$ cat src/rtl/bus_arbiter_rr.sv
`default_nettype none
// ============================================================================
// Module      : bus_arbiter_rr
// Description : Round-robin arbiter for the shared memory bus. Clients are
//               ITLB walker (0), ICache (1), DTLB walker (2) and DCache (3).
//               One owner at a time; the grant is held for the whole bus
//               transaction, revoked when abandoned or left unused, and
//               priority rotates after every release.
// Revision    : 1.0 - initial release
// ============================================================================
module bus_arbiter_rr #(
    parameter int NUM_REQ       = 4,
    parameter int GRANT_TIMEOUT = 16,
    parameter int OWNER_W       = (NUM_REQ > 1) ? $clog2(NUM_REQ) : 1
) (
    input  logic               clk_i,
    input  logic               reset_ni,
    input  logic [NUM_REQ-1:0] abtr_reqcyc_i,
    input  logic [NUM_REQ-1:0] bus_busy_i,
    output logic [NUM_REQ-1:0] abtr_grant_o,
    output logic [OWNER_W-1:0] owner_id_o,
    output logic               owner_valid_o,
    output logic               timeout_pulse_o
);

    // ------------------------------------------------------------------------
    // Constants
    // ------------------------------------------------------------------------
    // The counter only has to reach GRANT_TIMEOUT-1; a zero timeout still
    // keeps a 1-bit counter so the datapath stays well formed.
    localparam int CNT_W = (GRANT_TIMEOUT > 0) ? $clog2(GRANT_TIMEOUT + 1) : 1;

    localparam bit               TIMEOUT_EN = (GRANT_TIMEOUT != 0);
    localparam logic [CNT_W-1:0] CNT_LAST   = (GRANT_TIMEOUT > 0) ?
                                              CNT_W'(GRANT_TIMEOUT - 1) : '0;
    localparam logic [CNT_W-1:0] CNT_MAX    = '1;

    // Previous owner after reset is the highest index so requester 0 wins first
    localparam logic [OWNER_W-1:0] LAST_OWNER_RST = OWNER_W'(NUM_REQ - 1);

    // ------------------------------------------------------------------------
    // State encoding
    // ------------------------------------------------------------------------
    typedef enum logic [1:0] {
        ST_IDLE    = 2'd0,
        ST_GRANT   = 2'd1,
        ST_BUSY    = 2'd2,
        ST_RELEASE = 2'd3
    } state_e;

    // ------------------------------------------------------------------------
    // Registers and next-state values
    // ------------------------------------------------------------------------
    state_e             state_q,        state_d;
    logic [NUM_REQ-1:0] grant_q,        grant_d;
    logic [OWNER_W-1:0] owner_q,        owner_d;
    logic               owner_valid_q,  owner_valid_d;
    logic               timeout_q,      timeout_d;
    logic [CNT_W-1:0]   cnt_q,          cnt_d;
    logic [OWNER_W-1:0] last_owner_q,   last_owner_d;

    // Round-robin search results
    logic               pick_found;
    logic [OWNER_W-1:0] pick_idx;
    logic [OWNER_W-1:0] cand;

    // Owner-side views of the request and busy vectors
    logic               owner_req;
    logic               owner_busy;
    logic               timeout_hit;

    // ------------------------------------------------------------------------
    // Rotating priority search, starting just after the previous owner
    // ------------------------------------------------------------------------
    always_comb begin
        pick_found = 1'b0;
        pick_idx   = '0;
        cand       = '0;
        for (int i = 1; i <= NUM_REQ; i++) begin
            cand = OWNER_W'((int'(last_owner_q) + i) % NUM_REQ);
            if (!pick_found && abtr_reqcyc_i[cand]) begin
                pick_found = 1'b1;
                pick_idx   = cand;
            end
        end
    end

    // Only the current owner's request/busy lines matter; everybody else's
    // busy is ignored so a misbehaving client cannot hold someone else's grant
    // Timeout compare is masked when the timeout is disabled.
    always_comb begin
        owner_req   = abtr_reqcyc_i[owner_q];
        owner_busy  = bus_busy_i[owner_q];
        timeout_hit = TIMEOUT_EN && (cnt_q == CNT_LAST);
    end

    // ------------------------------------------------------------------------
    // Next-state and registered-output logic
    // ------------------------------------------------------------------------
    always_comb begin
        state_d       = state_q;
        grant_d       = grant_q;
        owner_d       = owner_q;
        owner_valid_d = owner_valid_q;
        timeout_d     = 1'b0;
        cnt_d         = cnt_q;
        last_owner_d  = last_owner_q;

        unique case (state_q)
            ST_IDLE: begin
                if (pick_found) begin
                    owner_d       = pick_idx;
                    grant_d       = NUM_REQ'(1) << pick_idx;
                    owner_valid_d = 1'b1;
                    cnt_d         = '0;
                    state_d       = ST_GRANT;
                end
            end

            // Granted but not yet used: busy wins over abandon, which wins
            // over timeout. A simultaneous drop of req and busy is an abandon.
            ST_GRANT: begin
                if (owner_busy) begin
                    state_d = ST_BUSY;
                end else if (!owner_req) begin
                    grant_d       = '0;
                    owner_valid_d = 1'b0;
                    state_d       = ST_RELEASE;
                end else if (timeout_hit) begin
                    grant_d       = '0;
                    owner_valid_d = 1'b0;
                    timeout_d     = 1'b1;
                    state_d       = ST_RELEASE;
                end else begin
                    cnt_d = (cnt_q == CNT_MAX) ? cnt_q : cnt_q + 1'b1;
                end
            end

            // Transaction in flight: the request line no longer matters
            ST_BUSY: begin
                if (!owner_busy) begin
                    grant_d       = '0;
                    owner_valid_d = 1'b0;
                    state_d       = ST_RELEASE;
                end
            end

            // One turnaround cycle; every release path rotates priority here
            ST_RELEASE: begin
                last_owner_d = owner_q;
                state_d      = ST_IDLE;
            end

            default: begin
                grant_d       = '0;
                owner_valid_d = 1'b0;
                state_d       = ST_IDLE;
            end
        endcase
    end

    // ------------------------------------------------------------------------
    // State and output registers, asynchronously cleared
    // ------------------------------------------------------------------------
    always_ff @(posedge clk_i or negedge reset_ni) begin
        if (!reset_ni) begin
            state_q       <= ST_IDLE;
            grant_q       <= '0;
            owner_q       <= '0;
            owner_valid_q <= 1'b0;
            timeout_q     <= 1'b0;
            cnt_q         <= '0;
            last_owner_q  <= LAST_OWNER_RST;
        end else begin
            state_q       <= state_d;
            grant_q       <= grant_d;
            owner_q       <= owner_d;
            owner_valid_q <= owner_valid_d;
            timeout_q     <= timeout_d;
            cnt_q         <= cnt_d;
            last_owner_q  <= last_owner_d;
        end
    end

    // ------------------------------------------------------------------------
    // Outputs come straight from registers
    // ------------------------------------------------------------------------
    assign abtr_grant_o    = grant_q;
    assign owner_id_o      = owner_q;
    assign owner_valid_o   = owner_valid_q;
    assign timeout_pulse_o = timeout_q;

endmodule
`default_nettype wire

$ cat config.mk
export PLATFORM = sky130hd
export DESIGN_NAME = bus_arbiter_rr
export DESIGN_NICKNAME = d
export VERILOG_FILES = /design/src/rtl/bus_arbiter_rr.sv
export SDC_FILE = /design/constraint.sdc
export NUM_CORES = 1
export LEC_CHECK = 0
export ABC_CLOCK_PERIOD_IN_PS = 2070
export CORE_MARGIN = 2
export CORE_UTILIZATION = 51
export DETAILED_ROUTE_END_ITERATION = 8
export HOLD_SLACK_MARGIN = 0.05
export PLACE_DENSITY = 0.77
export SETUP_SLACK_MARGIN = 0.05
export SLEW_MARGIN = 20
export SYNTH_ARGS = -nofsm -noshare
export SYNTH_HDL_FRONTEND = slang
export SYNTH_SLANG_ARGS = --single-unit
$ cat constraint.sdc
create_clock -name clk_i -period 2.07 [get_ports clk_i]
set_input_delay 0.3105 -clock clk_i [delete_from_list [all_inputs] [get_ports clk_i]]
set_output_delay 0.3105 -clock clk_i [all_outputs]
set_load 0.02 [all_outputs]
* After elaboration in Yosys (flattened, before gate mapping)
Index checks and enable logic that the tools add are counted.
Cells by class: $add $sub $neg 5, $lt $le $gt $ge 5, equal/unequal tests 13, shift-type cells 1, multiplexer cells 48, reductions and logical operators 13
Operator list (count):
- $mux W5 | 5
- $mux W4 | 5
- $mux W1 | 19
- $mux W2 | 9
- $lt A2 B3 Y1 const B | 5
- $bmux W1 S2 | 6
- $ne A2 B2 Y1 const B | 6
- $pmux W4 S3 | 1
- $pmux W5 S2 | 1
- $pmux W2 S4 | 1
- $reduce_and A6 Y1 | 1
- $add A5 B1 Y5 const B | 1
- $eq A5 B4 Y1 const B | 1
- $eq A5 B5 Y1 const B | 1
- $reduce_and A5 Y1 | 1
- $add A2 B1 Y2 const B | 2
- $add A2 B2 Y2 const B | 2
- $eq A2 B2 Y1 const B | 2
- $ne A4 B4 Y1 const B | 1
- $shl A1 B2 Y4 const A | 1
- $logic_and A1 B1 Y1 | 3
- $logic_not A1 Y1 | 3
- $ne A3 B3 Y1 const B | 1
- $pmux W1 S3 | 1
- other kinds (6) | 6
Storage, ports and cells: bits in registers 17, input port bits 10, output and inout port bits 8, logic and storage cells 92

* Longest topological paths before layout
Gate-level depths: netlist of the first run.
depth after elaboration 16, depth in mapped cells 7, depth with buffers taken out 7

* Worst setup path after synthesis of the first run
Ideal clock, no wire load.
path kind reg-to-reg, from register owner_q[0] (netlist: owner_id_o[0]), to register cnt_q[1], library setup time 121 ps, data arrival time 1842 ps, required time 1949 ps, setup slack 107 ps, cell stages (with the launch flop) 5, path buffers 0, clock period less this slack 1963 ps, cell sequence dfrtp_1 -> mux4_2 -> nand3b_1 -> mux2_1 -> a22o_1
On the way: word-level cells in the longest chain between the ends 4, elaborated cells on any way between the ends 7, those cells by class 2 x eq/ne; 4 x mux; 1 x reduce/logical
RTL lines:
- from (decl) | line 56 | logic [OWNER_W-1:0] owner_q, owner_d;
- from (signal assigned) | line 177 | owner_q <= owner_d;
- $bmux W1 S2 (on tied branches) | line 92, 93
- $mux W1 (on tied branches) | line 92, 93
- $ne A2 B2 Y1 (no source line)
- $reduce_and A6 Y1 (no source line) *
- to (signal assigned) | line 180 | cnt_q <= cnt_d;
- to (decl) | line 59 | logic [CNT_W-1:0] cnt_q, cnt_d;
Mark *: on every way between the ends. The rest lies on a longest branch, timed or not. The select of a mux whose other input is x is not followed. A chain may end at the register's enable or synchronous reset.

* Worst setup path after layout of the first run
from register state_q[0], to register grant_q[0] (netlist: abtr_grant_o[0])
On the way: word-level cells in the longest chain between the ends 3, elaborated cells on any way between the ends 10, those cells by class 6 x eq/ne; 1 x mux; 3 x reduce/logical
RTL lines:
- from (decl) | line 54 | state_e state_q, state_d;
- from (signal assigned) | line 175 | state_q <= state_d;
- $eq A2 B1 Y1 (tied with other cells) | line 109 | unique case (state_q)
- $ne A3 B3 Y1 (no source line) (tied with other cells)
- $reduce_and A5 Y1 (no source line)
- to (signal assigned) | line 176 | grant_q <= grant_d;
- to (decl) | line 55 | logic [NUM_REQ-1:0] grant_q, grant_d;
Several ways; a longest one is shown, not always the timed one.

==> results of run 1 <==
per-stage QoR:
stage,setup WS [ns],utilization (%)
floorplan,0.1070,-
global placement,-0.05377,68.81
detailed placement,-0.1589,68.81
CTS,0.08100,70.34
global route,0.01634,71.49
finish,0.09394,71.49
cells in the mapped netlist:
| library cell | instances |
|---|---|
| dfrtp_1 | 15 |
| ha_1 | 9 |
| o21ai_0 | 8 |
| a22o_1 | 6 |
| nand2_1 | 5 |
| and3_1 | 4 |
| inv_1 | 4 |
| mux2_2 | 4 |
| nand2b_1 | 4 |
| o31ai_1 | 4 |
| nand3b_1 | 3 |
| nor3_1 | 3 |
| a21o_2 | 2 |
| a21oi_1 | 2 |
| dfstp_2 | 2 |
| mux4_2 | 2 |
| nand4b_1 | 2 |
| nor2_1 | 2 |
| xnor2_1 | 2 |
| a211o_1 | 1 |
| a211oi_1 | 1 |
| a21o_1 | 1 |
| a22oi_1 | 1 |
| and2b_2 | 1 |
| clkbuf_1 | 1 |
| mux2_1 | 1 |
| mux2i_1 | 1 |
| nand3_1 | 1 |
| nor2b_1 | 1 |
| nor4_1 | 1 |
| o2111ai_1 | 1 |
| o211ai_1 | 1 |
| o22a_1 | 1 |
| or2_2 | 1 |
| or2_4 | 1 |
state kept, by name (all words and copies together) (netlist names):
register / flops
last_owner_q: 2
state_q: 2
abtr_grant_o: 4
timeout_pulse_o: 1
cnt_q: 5
owner_valid_o: 1
owner_id_o: 2
layout by cell type (no fill, tap or decap), drive strengths merged, types with 3 or more instances in the layout:
cell type      count
clkdlybuf4s50     17
dfrtp             15
buf               13
ha                 9
o21ai              8
a22o               6
nand2              5
mux2               5
and3               4
inv                4
nand2b             4
o31ai              4
nand3b             3
nor3               3
clkbuf             3
a21o               3
power by group through the flow:
| stage | Combinational [W] | Clock [W] | Sequential [W] |
|---|---|---|---|
| 5_1_grt | 0.00126 | 0.000215 | 0.000599 |
| 2_1_floorplan | 0.000672 | 0 | 0.000608 |
| 3_5_place_dp | 0.00110 | 0 | 0.000585 |
| 3_3_place_gp | 0.00105 | 0 | 0.000576 |
| 6_report | 0.00115 | 0.000195 | 0.000579 |
| 4_1_cts | 0.00111 | 0.000195 | 0.000580 |
logic make-up (layout without fill, tap and decap cells):
kind of cell | Yosys count | in the layout | share of synthesized area [%]
buffers and inverters | 5 | 38 | 1.758
muxes | 8 | 8 | 10.43
AOI/OAI and AO/OA | 29 | 29 | 19.35
xor gates and xnor gates | 2 | 2 | 1.642
adders and majority gates | 9 | 9 | 10.55
and+or+nand+nor | 29 | 29 | 16.18
DFF | 17 | 17 | 40.09
path summary, 6_finish.rpt:
kind / cells past startpoint / from / slack, ns / end
max: 6 / state_q[0] / 0.09 / abtr_grant_o[0]
min: 2 / reset_ni / 0.31 / cnt_q[4]
max reg2reg: 6 / state_q[0] / 0.09 / abtr_grant_o[0]
min reg2reg: 1 / owner_valid_o / 0.52 / owner_valid_o
max in group asynchronous: 2 / reset_ni / 1.49 / last_owner_q[1]
min in group clk_i: 1 / owner_valid_o / 0.52 / owner_valid_o
final cells by class:
cell class / count / area (sq um) / area share (%)
clock buffers: 3 / 22.52 / 1.606
clock inverters: 1 / 7.507 / 0.5352
inverters: 4 / 15.01 / 1.070
multi-input cells: 77 / 625.6 / 44.60
flip-flops and latches: 17 / 430.4 / 30.69
well taps: 27 / 33.78 / 2.409
repair buffers: 30 / 267.8 / 19.09
metal layers:
metal / part of all wire (%) / global-route usage [%]
met5: 0 / 0
met4: 2.0 / 9.259
met3: 4.1 / 4.848
met2: 51 / 40.44
met1: 43 / 30.92
timing repair:
item                       in CTS  in global routing
gates resized for setup         0                  4
setup buffers                   0                  2
hold buffers                    0                  0
setup endpoints to repair       0                  7
==> results.sh, run 1 <==
export IMPL_status="finished clean"
export IMPL_grt_pass1_vias=944
export IMPL_grt_setup_unrepaired="false"
export IMPL_ys_seq_area_share_pct=40.09
export IMPL_routed_wl_mm=2.641
export IMPL_dr_pass1_iters=4
export IMPL_cpPeakStageDelay_ns=0.40
export IMPL_path_max_fanout=5
export IMPL_clock_skew_ns=0.01382
export IMPL_synth_ff_latch_count=17
export IMPL_p_clk_share_pct=10.2
export IMPL_coreArea_sq_mm=0.001962
export IMPL_slew_viol_final=0
export IMPL_final_cells=159
export IMPL_hold_slack_ns=0.3069
export IMPL_combPwrFrac_pct=59.7
export IMPL_p_switching_w=0.0008003
export IMPL_cts_buffers=3
export IMPL_finalPower_w=0.001921
export IMPL_netSwitchingFraction_pct=41.67
export IMPL_leakage_nw=0.6439
export IMPL_internal_power_w=0.001120
export IMPL_maxSlewHeadroom_pct=55.42
export IMPL_grt_max_degree=18
export IMPL_fmax_mhz=506.1
export IMPL_portBuffers=17
export IMPL_slowest_stage="dfrtp_1"
export IMPL_drtIter0Drc=41
export IMPL_drv_cap=0
export IMPL_boundaryPins=18
export IMPL_cp_required_ns=2.27
export IMPL_rows=16
export IMPL_cp_end_kind="flip-flop"
export IMPL_globalplace_congestion=0.8550
export IMPL_fillers=152
export IMPL_path_clk_slew_ns=0.12
export IMPL_die_area_sq_mm=0.002475
export IMPL_power_density_mw_per_mm2=1369
export IMPL_synth_area_sq_mm=0.001067
export IMPL_finalCritPeriodShare_pct=95.46
export IMPL_setup_tns_ns=0
export IMPL_placed_cell_area_sq_mm=0.001350
export IMPL_routed_via_density=5.824
export IMPL_synthDistinctLibCells=35
export IMPL_wl_per_cell_microns=16.61
export IMPL_overflow=0
export IMPL_worstSetupPathType="reg2reg"
export IMPL_initial_core_util_pct=54.40
export IMPL_postSynthAreaPerCell_sq_um=10.78
export IMPL_dp_cells=153
export IMPL_antennaDiodeCount=0
export IMPL_arrival_ns=2.18
export IMPL_yosys_area_top_type="dfrtp_1"
export IMPL_antenna_found_initial=0
export IMPL_tightest_slew_ns=0.6617
export IMPL_setup_worst_path_start_class="flip-flop"
export IMPL_hold_viol=0
export IMPL_grt_usage_pct=24.27
export IMPL_drive_gt1_share_pct=25.76
export IMPL_cts_tree="built"
export IMPL_min_path_type="in2async"
export IMPL_syn_num_nets=118
export IMPL_htreeDepth=1
export IMPL_syn_to_final_growth_pct=31.42
export IMPL_clock_latency_ns=0.31
export IMPL_pwr_share_seq_pct=30.2
export IMPL_vias=926
export IMPL_grt_pass1_wl_mm=4.526
export IMPL_synth_top_cells_by_area="dfrtp_1, ha_1, dfstp_2, a22o_1, mux2_2"
export IMPL_ctsRootBufferMaster="clkbuf_4"
export IMPL_synthCells=99
export IMPL_drc_errors=0
export IMPL_cts_path_max_buffers=2
export IMPL_nets=152
export IMPL_period_needed_ns=1.976
export IMPL_setup_viol=0
export IMPL_die_h_microns=49.75
export IMPL_crit_chain="inv_1 > ha_1 > or2_2 > a22o_1 > or2_4 > o31ai_1"
export IMPL_cts_sink_count=17
export IMPL_yosys_area_top_type_share_pct=35.17
export IMPL_crit_family="compound AO/OA/AOI/OAI gates"
export IMPL_yosysWarnings=0
export IMPL_ir_worst_vdd_mv=0.8759
export IMPL_die_width_microns=49.75
export IMPL_cp_num_buf_inv=1
export IMPL_final_antenna_net_count=0
export IMPL_stdcell_area_sq_mm=0.001403
export IMPL_dpl_hpwl_mm=2.016
No activity file was read; power rests on OpenSTA's default activity.
==> run 2: changes to the inputs <==
ABC_CLOCK_PERIOD_IN_PS = 2000   (was 2070)
clock period = 2 ns   (was 2.07 ns; I/O delays follow)
==> run 2 against run 1 <==
Clock power fell by 4%; register-to-register slack hardly changed; hold slack worse by 0.055 ns; sequential share of layout area down 0.30 points; final cell count up 0.63%; largest power group unchanged.
==> results.sh, run 2 (same netlist as run 1, synthesis figures left out) <==
export IMPL_vias=945
export IMPL_cts_sink_count=17
export IMPL_p_clk_share_pct=9.6
export IMPL_leakage_nw=0.6476
export IMPL_routed_via_density=5.906
export IMPL_p_switching_w=0.0008025
export IMPL_crit_start="owner_id_o[0]"
export IMPL_cpPeakStageDelay_ns=0.59
export IMPL_slew_viol_final=0
export IMPL_wl_per_cell_microns=15.97
export IMPL_final_common_cell="clkdlybuf4s50_1"
export IMPL_coreArea_sq_mm=0.001962
export IMPL_drtIter0Drc=26
export IMPL_ir_worst_vdd_mv=0.9461
export IMPL_die_width_microns=49.75
export IMPL_path_clk_slew_ns=0.09
export IMPL_slowest_stage="mux4_2"
export IMPL_arrival_ns=2.11
export IMPL_rows=16
export IMPL_drc_errors=0
export IMPL_htreeDepth=1
export IMPL_crit_chain="mux4_2 > a22o_1 > or2_4 > o31ai_2"
export IMPL_post_route_util_pct=72.19
export IMPL_final_cell_mix="clkdlybuf4s50_1, buf_4, dfrtp_1"
export IMPL_rr_startpoint="owner_id_o[0]"
export IMPL_maxSlewHeadroom_pct=57.58
export IMPL_fmax_mhz=526.5
export IMPL_combPwrFrac_pct=60.5
export IMPL_path_max_fanout=6
export IMPL_power_density_mw_per_mm2=1390
export IMPL_antenna_found_initial=0
export IMPL_placed_cell_area_sq_mm=0.001351
export IMPL_grt_max_degree=11
export IMPL_portBuffers=17
export IMPL_clock_skew_ns=0.004505
export IMPL_drive_gt1_share_pct=27.07
export IMPL_grt_pass1_vias=909
export IMPL_die_h_microns=49.75
export IMPL_cts_tree="built"
export IMPL_cp_required_ns=2.21
export IMPL_rrSetupSlack_ns=0.10
export IMPL_setup_viol=0
export IMPL_finalPower_w=0.001969
export IMPL_dpl_hpwl_mm=1.934
export IMPL_period_needed_ns=1.899
export IMPL_finalCritPeriodShare_pct=94.97
export IMPL_antennaDiodeCount=0
export IMPL_min_path_type="in2async"
export IMPL_internal_power_w=0.001167
export IMPL_drv_cap=0
export IMPL_grt_usage_pct=23.48
export IMPL_grt_setup_unrepaired="true"
export IMPL_setup_worst_path_start_class="flip-flop"
export IMPL_hold_viol=0
export IMPL_nets=153
export IMPL_globalplace_congestion=0.8307
export IMPL_ctsRootBufferMaster="clkbuf_4"
export IMPL_boundaryPins=18
export IMPL_stdcell_area_sq_mm=0.001416
export IMPL_status="finished clean"
export IMPL_pwr_share_seq_pct=30.0
export IMPL_cts_path_max_buffers=2
export IMPL_overflow=0
export IMPL_cts_buffers=3
export IMPL_worstSetupPathType="reg2reg"
export IMPL_tightest_slew_ns=0.6296
export IMPL_r2r_end="abtr_grant_o[2]"
export IMPL_largest_reg_flops=5
export IMPL_routed_wl_mm=2.555
export IMPL_dr_pass1_iters=4
export IMPL_syn_to_final_growth_pct=32.71
export IMPL_regMostFlops="cnt_q"
export IMPL_cts_hold_buffers=0
export IMPL_grt_pass1_wl_mm=4.291
export IMPL_die_area_sq_mm=0.002475
export IMPL_reg2reg_depth=4
export IMPL_final_antenna_net_count=0
export IMPL_cp_end_kind="flip-flop"
export IMPL_netSwitchingFraction_pct=40.76
export IMPL_initial_core_util_pct=54.40
export IMPL_clock_latency_ns=0.30
## run 2: changes by cell type in the layout (fill, tap and decap cells not counted), sizes merged
cell / previous run / this run
buf: 13 / 14
clkinvlp: 1 / 0
clkbuf: 3 / 4
## run 2: repair_timing
| item | in CTS | in global routing |
|---|---|---|
| setup endpoints to repair | 1 | 10 |
| pin swaps | 0 | 1 |
| setup buffers | 0 | 3 |
| resized for setup | 1 | 4 |
## run 2: how the worst max path moves through the flow
stage,endpoint,slack [ns],cells past startpoint
after global placement,abtr_grant_o[3],-0.09,5
after CTS,cnt_q[1],0.07,7
after detailed placement,abtr_grant_o[2],-0.24,5
final,abtr_grant_o[2],0.10,4
after floorplan,owner_valid_o,0.09,7
after global routing,abtr_grant_o[2],0.05,5
## run 2: area by class of cell
class                   count  area, sq um
repair buffers             31        275.3
well taps                  27        33.78
clock buffers               4        26.28
flip-flops and latches     17        430.4
fillers                   153        545.5
multi-input cells          77        635.6
inverters                   4        15.01
## run 2: power by group through the flow
| stage | Clock (W) | Combinational [W] | Sequential, W |
|---|---|---|---|
| floorplan | 0 | 0.000695 | 0.000631 |
| global placement | 0 | 0.00109 | 0.000593 |
| detailed placement | 0 | 0.00113 | 0.000597 |
| CTS | 0.000195 | 0.00115 | 0.000594 |
| global route | 0.000214 | 0.00131 | 0.000606 |
| finish | 0.000188 | 0.00119 | 0.000590 |
## run 2: metal layers
layer  track usage, %  part of all wire [%]
met1            29.69                    44
met2            36.89                    49
met3            8.182                   4.6
met4            8.796                   2.5
met5                0                     0
## run 2: stage by stage
step                      worst slack, ns  TNS, ns  hold slack (ns)  std cells
after floorplan                   0.09007        0         0.004409         99
after global placement           -0.08747  -0.5327           0.4717        153
after detailed placement          -0.2366  -0.9531           0.4807        153
after CTS                         0.06931        0           0.2736        157
after global routing              0.04816        0           0.2673        160
final                              0.1006        0           0.2515        160
## run 2: worst max-delay path, delay by kind of cell, from the launching register on
kind	cells	cell delay [ns]
AND/OR/NAND/NOR	1	0.26
AO/OA/AOI/OAI	2	0.52
multiplexers	1	0.59
flip-flops	1	0.43
